$ cat src/rtl/program_loader.sv
`default_nettype none
// ============================================================================
// Module      : program_loader
// Description : Receives a program as a valid/ready byte stream (3 bytes per
//               20-bit instruction, big-endian), packs each instruction into
//               the core's 64-bit memory word (instruction at [51:32]) and
//               writes it to consecutive RAM addresses. The CPU core is held
//               in reset until a load completes successfully.
// Ports       : clk, reset (async, active high)
//               start                      - begin a new load at address 0
//               inValid/inByte/inLast      - byte stream in
//               inReady                    - byte accepted this cycle
//               memAddress/memData/memWrite- RAM write port
//               cpuReset                   - reset to the core
//               busy/done/error            - load status
//               count                      - instructions written this load
// Revision    : 1.0 - initial release
// ============================================================================
module program_loader #(
    parameter int ADDRESS_SIZE     = 11,
    parameter int WORD_SIZE        = 64,
    parameter int INSTRUCTION_SIZE = 20,
    parameter int ADDR_STRIDE      = 4,
    parameter int MAX_INSTRUCTIONS = 512
) (
    input  logic                    clk,
    input  logic                    reset,
    input  logic                    start,
    input  logic                    inValid,
    input  logic [7:0]              inByte,
    input  logic                    inLast,
    output logic                    inReady,
    output logic [ADDRESS_SIZE-1:0] memAddress,
    output logic [WORD_SIZE-1:0]    memData,
    output logic                    memWrite,
    output logic                    cpuReset,
    output logic                    busy,
    output logic                    done,
    output logic                    error,
    output logic [9:0]              count
);

    typedef enum logic [2:0] {
        ST_IDLE  = 3'd0,
        ST_RECV  = 3'd1,
        ST_WRITE = 3'd2,
        ST_DONE  = 3'd3,
        ST_ERROR = 3'd4
    } state_t;

    state_t                  r_state;
    state_t                  w_nextState;
    logic [1:0]              r_byteIdx;
    logic [11:0]             r_instrHi;    // instr[19:8], buffered until byte 2 arrives
    logic [ADDRESS_SIZE-1:0] r_writeAddr;
    logic                    r_lastSeen;
    logic                    w_accept;
    logic                    w_startLoad;
    logic                    w_full;
    logic [WORD_SIZE-1:0]    w_packed;

    assign inReady     = (r_state == ST_RECV);
    assign w_accept    = inValid && inReady;
    assign w_startLoad = start && ((r_state == ST_IDLE) || (r_state == ST_DONE) ||
                                   (r_state == ST_ERROR));
    // The write in progress is the last one that fits.
    assign w_full      = ((32'(count) + 32'd1) == MAX_INSTRUCTIONS);

    // Byte 2 bypasses the buffer so the word can be registered on acceptance.
    always_comb begin
        w_packed = '0;
        w_packed[32 +: INSTRUCTION_SIZE] = {r_instrHi, inByte};
    end

    always_comb begin
        w_nextState = r_state;
        case (r_state)
            ST_IDLE, ST_DONE, ST_ERROR: begin
                if (start) w_nextState = ST_RECV;
            end
            ST_RECV: begin
                if (w_accept) begin
                    case (r_byteIdx)
                        2'd0: begin
                            if ((inByte[7:4] != 4'd0) || inLast) w_nextState = ST_ERROR;
                        end
                        2'd1: begin
                            if (inLast) w_nextState = ST_ERROR;
                        end
                        default: w_nextState = ST_WRITE;
                    endcase
                end
            end
            ST_WRITE: begin
                // A terminated program wins over the capacity check.
                if (r_lastSeen)  w_nextState = ST_DONE;
                else if (w_full) w_nextState = ST_ERROR;
                else             w_nextState = ST_RECV;
            end
            default: w_nextState = ST_IDLE;
        endcase
    end

    always_ff @(posedge clk or posedge reset) begin
        if (reset) begin
            r_state     <= ST_IDLE;
            r_byteIdx   <= 2'd0;
            r_instrHi   <= 12'd0;
            r_writeAddr <= '0;
            r_lastSeen  <= 1'b0;
            memAddress  <= '0;
            memData     <= '0;
            memWrite    <= 1'b0;
            cpuReset    <= 1'b1;
            busy        <= 1'b0;
            done        <= 1'b0;
            error       <= 1'b0;
            count       <= 10'd0;
        end else begin
            r_state  <= w_nextState;
            // Status outputs are registered from the next state so they
            // always line up with the state they describe.
            memWrite <= (w_nextState == ST_WRITE);
            busy     <= (w_nextState == ST_RECV) || (w_nextState == ST_WRITE);
            done     <= (w_nextState == ST_DONE);
            error    <= (w_nextState == ST_ERROR);
            cpuReset <= (w_nextState != ST_DONE);

            if (w_startLoad) begin
                r_writeAddr <= '0;
                count       <= 10'd0;
                r_byteIdx   <= 2'd0;
                r_lastSeen  <= 1'b0;
            end

            if (w_accept) begin
                case (r_byteIdx)
                    2'd0: begin
                        r_instrHi[11:8] <= inByte[3:0];
                        r_byteIdx       <= 2'd1;
                    end
                    2'd1: begin
                        r_instrHi[7:0] <= inByte;
                        r_byteIdx      <= 2'd2;
                    end
                    default: begin
                        memAddress <= r_writeAddr;
                        memData    <= w_packed;
                        r_lastSeen <= inLast;
                        r_byteIdx  <= 2'd0;
                    end
                endcase
            end

            if (r_state == ST_WRITE) begin
                count       <= count + 10'd1;
                r_writeAddr <= r_writeAddr + ADDRESS_SIZE'(ADDR_STRIDE);
            end
        end
    end

endmodule
`default_nettype wire
$ cat config.mk
export PLATFORM = sky130hd
export DESIGN_NAME = program_loader
export DESIGN_NICKNAME = d
export VERILOG_FILES = /design/src/rtl/program_loader.sv
export SDC_FILE = /design/constraint.sdc
export NUM_CORES = 1
export LEC_CHECK = 0
export BUFFER_PORTS_ARGS = -buffer_cell sky130_fd_sc_hd__buf_4
export CORE_MARGIN = 1.5
export CORE_UTILIZATION = 51
export DETAILED_ROUTE_END_ITERATION = 8
export GPL_ROUTABILITY_DRIVEN = 0
export GPL_TIMING_DRIVEN = 0
export PLACE_DENSITY = 0.79
export SLEW_MARGIN = 20
export SYNTH_ARGS = -nofsm -noshare
export SYNTH_HDL_FRONTEND = slang
export SYNTH_SLANG_ARGS = --single-unit
$ cat constraint.sdc
create_clock -name clk -period 3.3 [get_ports clk]
set_input_delay 0.99 -clock clk [delete_from_list [all_inputs] [get_ports clk]]
set_output_delay 0.99 -clock clk [all_outputs]
set_load 0.02 [all_outputs]
== Yosys cells after proc, flatten, opt, wreduce, memory -nomap -nowiden ==
Index checks and enable logic that the tools add are counted.
Storage, ports and cells
  flip-flop bits (word level): 75
  output and inout bits: 91
  logic and storage cells: 63
Operators by class
  $add $sub $neg: 3
  equality and inequality tests: 11
  multiplexer cells: 18
  bitwise logic cells: 1
  reduce and logical (&&, ||, !) cells: 16
Operators with widths (count)
  11-bit 2-to-1 mux: 2
  10-bit 2-to-1 mux: 2
  3-bit 2-to-1 mux: 6
  3-bit by 2-bit equality test with 1-bit output (second input constant): 4
  10-bit by 1-bit adder with 11-bit output (second input constant): 1
  11-bit by 3-bit adder with 11-bit output (second input constant): 1
  11-bit by 10-bit equality test with 1-bit output (second input constant): 1
  10-bit by 1-bit adder with 10-bit output (second input constant): 1
  3-bit one-hot mux with 3 select lines: 1
  3-bit by 1-bit equality test with 1-bit output (second input constant): 2
  3-bit equality test (second input constant): 2
  3-bit one-hot mux with 2 select lines: 1
  2-bit AND reduction: 3
  1-bit logical OR: 4
  2-bit 2-to-1 mux: 2
  2-bit one-hot mux with 2 select lines: 1
  2-bit nonzero test: 2
  4-bit nonzero test: 1
  3-bit logical NOT: 1
  1-bit 2-to-1 mux: 3
  3-bit by 2-bit inequality test with 1-bit output (second input constant): 1
  3-bit OR reduction: 1
  2-bit by 1-bit equality test with 1-bit output (second input constant): 1
  1-bit logical AND: 2
  3 further kinds: 3

== Depth between registers and ports, before layout ==
  word-level depth: 8
  mapped depth: 7
  gate-level depth less buffers: 6

== Worst setup path after synthesis ==
Ideal clock, no wire load.
  path type: reg-to-reg
  start: register count[0]
  end: register busy
  arrival: 1941 ps
  data required time: 3148 ps
  setup slack: 1207 ps
  stages on the path, launching flop included: 7
  path buffers: 1
  period minus slack after synthesis: 2093 ps
  cell sequence: dfrtp_1 > ha_1 > clkbuf_1 > a31oi_1 > or4b_1 > a211oi_2 > a221oi_1
Between the ends
  word-level cells in the longest chain between the ends: 7
  elaborated cells on any way between the ends: 8
RTL lines
  from (decl): RTL line 40  | output logic [9:0] count
  from (signal assigned): RTL line 156  | count <= count + 10'd1;
  10-bit by 1-bit adder with 11-bit output (*): RTL line 67  | assign w_full = ((32'(count) + 32'd1) == MAX_INSTRUCTIONS);
  11-bit by 10-bit equality test with 1-bit output (*): RTL line 67
  3-bit 2-to-1 mux (*): RTL line 97  | else if (w_full) w_nextState = ST_ERROR;
  3-bit 2-to-1 mux (*): RTL line 96  | if (r_lastSeen) w_nextState = ST_DONE;
  3-bit one-hot mux with 3 select lines (*): RTL line 77  | case (r_state)
  3-bit by 1-bit equality test with 1-bit output or 3-bit by 2-bit equality test with 1-bit output (tied branches): RTL line 124  | busy <= (w_nextState == ST_RECV) || (w_nextState == ST_WRITE);
  1-bit logical OR (*): RTL line 124
  to (signal assigned): RTL line 124
  to (decl): RTL line 37  | output logic busy,
Every way passes the cells marked *; elsewhere a longest branch is shown, timed or not.
A chain may end at the register's enable or synchronous reset.

== Final worst setup path ==
  start: register r_state[2]
  end: output inReady
Between the ends
  word-level cells in the longest chain between the ends: 1
RTL lines
  from (decl): RTL line 51  | state_t r_state;
  from (signal assigned): RTL line 120  | r_state <= w_nextState;
  3-bit by 1-bit equality test with 1-bit output: RTL line 62  | assign inReady = (r_state == ST_RECV);
  to (decl): RTL line 32  | output logic inReady,
Every way passes these cells.

==> summary.txt <==
Root buffer cell: clkbuf_8
Sw Share: 0.334
Worst-Skew Late Latency: 350 ps
CTS clk-pin slew, worst paths: 70 ps
Post-cts gate resize count: 0
Worst-case vdd ir drop: 0.456 mV
Int Power: 2070 µW
Area grow syn2layout: 27.7%
Setup Fix Bufs, Post-CTS: 0
Crit. End Element: primary output
Avg Vias per Cell: 4.98
Post-Syn Area: 3420 µm²
Largest net degree at the start of global routing: 54
Drt drc: 9
Least-Margin Pin Slew: 683 ps
Worst EP required: 2310 ps
Via count: 2,489
Primary FF master, synth: dfrtp_1
CP peak stage delay: 430 ps
HP Class: reg2reg
Io pins: 104
HPWL Detailed: 4690 µm
Wirelength per Cell: 13.3 µm
Flop pwr share: 0.411
Layout cells sized above 1: 0.409
Static leakage: 0.00235 µW
Hold-fix buffers, CTS: 0
Max Fclk: 435 MHz
CTS Buffer Depth: 2
Mean Syn Cell Area: 11.2 µm²
Vias in the first global route: 2,334
Skew final: 8.32 ps
First-pass GRT wire length: 11,100 µm
Mapped Cells: 304
Final Max Slew Viols: 0
CP top delay family: flip-flops
CP Buf/Inv Count: 1
Final cycle utilization of the critical path: 0.696
Failing checks: DRC
PD cells: 711 nW/µm²
Crit path DAT: 1310 ps
Initial antenna violation count: 0
# nets final: 434
Clock period minus worst slack: 2300 ps
Kind of critical path: reg2out
Port buffer count: 57
Antenna diodes: 0
Psw: 1030 µW
Synth warn: 0
Crit start category: register
Power share of the combinational group: 0.339
Drt first pass iters: 6
CP Cell Sequence: nand2b_1 -> nor2_1 -> buf_4
Max_cap viols: 0
CTS tree: built
Crit path max fanout: 6
#FFs+latches synth: 71
Clock Sinks: 71
Post-synth ARST share: 1.00
First DRT Iteration DRCs: 161
Total Routing Usage GR: 0.197
Die ar.: 7200 µm²
Htree depth: 3
Run status: finished with violations
Routed WL: 6640 µm
# rows: 29
Setup WS pre-CTS: 976 ps
Register area share after synthesis: 0.520
WHS: 475 ps
Rel. slew slack: 0.541
Chip height: 84.9 µm
Remaining Overflow, GRT: 0
CP max stage cell: dfrtp_1
Setup violators final: 0
Starting Density: 0.532
Core area: 6420 µm²
Setup WS post-layout: 1000 ps
Final Hold Viols: 0
CTS buffer count: 9
DRT antenna net count: 0
Post-synth EDFFs: 0
RSZ-0062 raised after global routing: no
Die extent in x: 84.9 µm
Fillers: 499
Synth unique cells: 46
Clock share of power: 0.250
worst reg2reg max path: cells and delay by family (launching register included):
| family | cells | cell delay, ps |
|---|---|---|
| fa+ha+maj | 1 | 200 |
| compound gates | 3 | 600 |
| flops | 1 | 450 |
| buf+inv | 1 | 330 |
| simple gates | 1 | 500 |
cell usage after synthesis, types with 2 or more instances:
cell,instances,area [µm²]
a21oi_1,4,20.0
ha_1,3,37.5
nand2b_1,4,25.0
clkbuf_1,5,18.8
mux2_2,41,462
nand4_1,5,31.3
nand3_1,7,35.0
xnor2_1,2,17.5
nand2_1,23,86.3
o21ai_0,24,120
a21o_1,3,22.5
buf_4,47,353
nor2_1,15,56.3
inv_1,6,22.5
and3_1,4,25.0
buf_2,4,20.0
nor3_1,3,15.0
dfrtp_1,70,1750
a31oi_1,3,18.8
xor2_1,4,35.0
mux2i_1,2,20.0
cell type report:
type / count / area [µm²] / share of cell area
Clock inverter: 5 / 81.3 / 0.0186
Clock buffer: 11 / 141 / 0.0324
Sequential cell: 71 / 1780 / 0.407
Buffer: 56 / 392 / 0.0897
Multi-Input combinational cell: 216 / 1400 / 0.320
Inverter: 6 / 25.0 / 0.00573
Timing Repair Buffer: 58 / 455 / 0.104
Tap cell: 77 / 96.3 / 0.0221
placed cells by master, fill, tap and decap left out, types with 5 or more instances in the layout:
master / instances
conb_1: 46
nor2_1: 15
clkbuf_1: 6
o21ai_0: 24
mux2_2: 41
buf_4: 104
dfrtp_1: 70
nand4_1: 5
nand2_1: 23
clkbuf_8: 10
nand3_1: 7
inv_1: 5
registers in the layout (all words and copies together), names as in the netlist:
register     count
memData         20
r_instrHi       12
count           10
memAddress       9
r_writeAddr      9
r_state          3
r_byteIdx        2
busy             1
cpuReset         1
done             1
error            1
memWrite         1
r_lastSeen       1
path summary, 6_finish.rpt:
path / start / to / slack (ps) / cells past startpoint
worst min-delay path: r_writeAddr[10] / r_writeAddr[10] / 480 / 1
worst max register to register: count[0] / busy / 1050 / 6
worst min register to register: r_writeAddr[10] / r_writeAddr[10] / 480 / 1
max in group asynchronous: reset / cpuReset / 2140 / 3
min in group asynchronous: reset / memData[35] / 580 / 2
worst max-delay path: r_state[2] / inReady / 1000 / 3
power by group through the flow:
stage / Clock (µW) / Combinational (µW) / Sequential [µW]
2_1_floorplan: 0 / 512 / 1440
3_3_place_gp: 0 / 1020 / 1280
3_5_place_dp: 0 / 1050 / 1290
4_1_cts: 784 / 1060 / 1270
5_1_grt: 820 / 1130 / 1310
6_report: 774 / 1050 / 1270
metrics by stage:
stage	instances	setup TNS, ps	area, µm²	util	power [µW]
2_1_floorplan	349	0	3590	-	1950
6_report	500	0	4360	0.680	3100
5_1_grt	500	0	4360	0.680	3260
4_1_cts	500	0	4360	0.680	3120
3_5_place_dp	484	0	4140	0.645	2340
3_3_place_gp	483	-18170	4110	0.640	2300
kinds of logic (layout without fill, tap and decap cells):
family                     count (synthesis)  after routing  share of synthesized area
and+or+nand+nor                           73             73                      0.111
muxes                                     43             43                      0.141
other                                      1             46                    0.00110
adders and majority gates                  3              3                     0.0110
AOI/OAI and AO/OA                         45             45                     0.0791
buffers and inverters                     62            136                      0.121
DFF                                       71             71                      0.520
xor gates and xnor gates                   6              6                     0.0154
per-layer routing:
metal / part of all wire / global-route usage
met5: 0 / 0
met1: 0.43 / 0.259
met4: 0.015 / 0.0894
met3: 0.071 / 0.0447
met2: 0.48 / 0.314
Note: power is estimated with default switching activity, not from simulation.
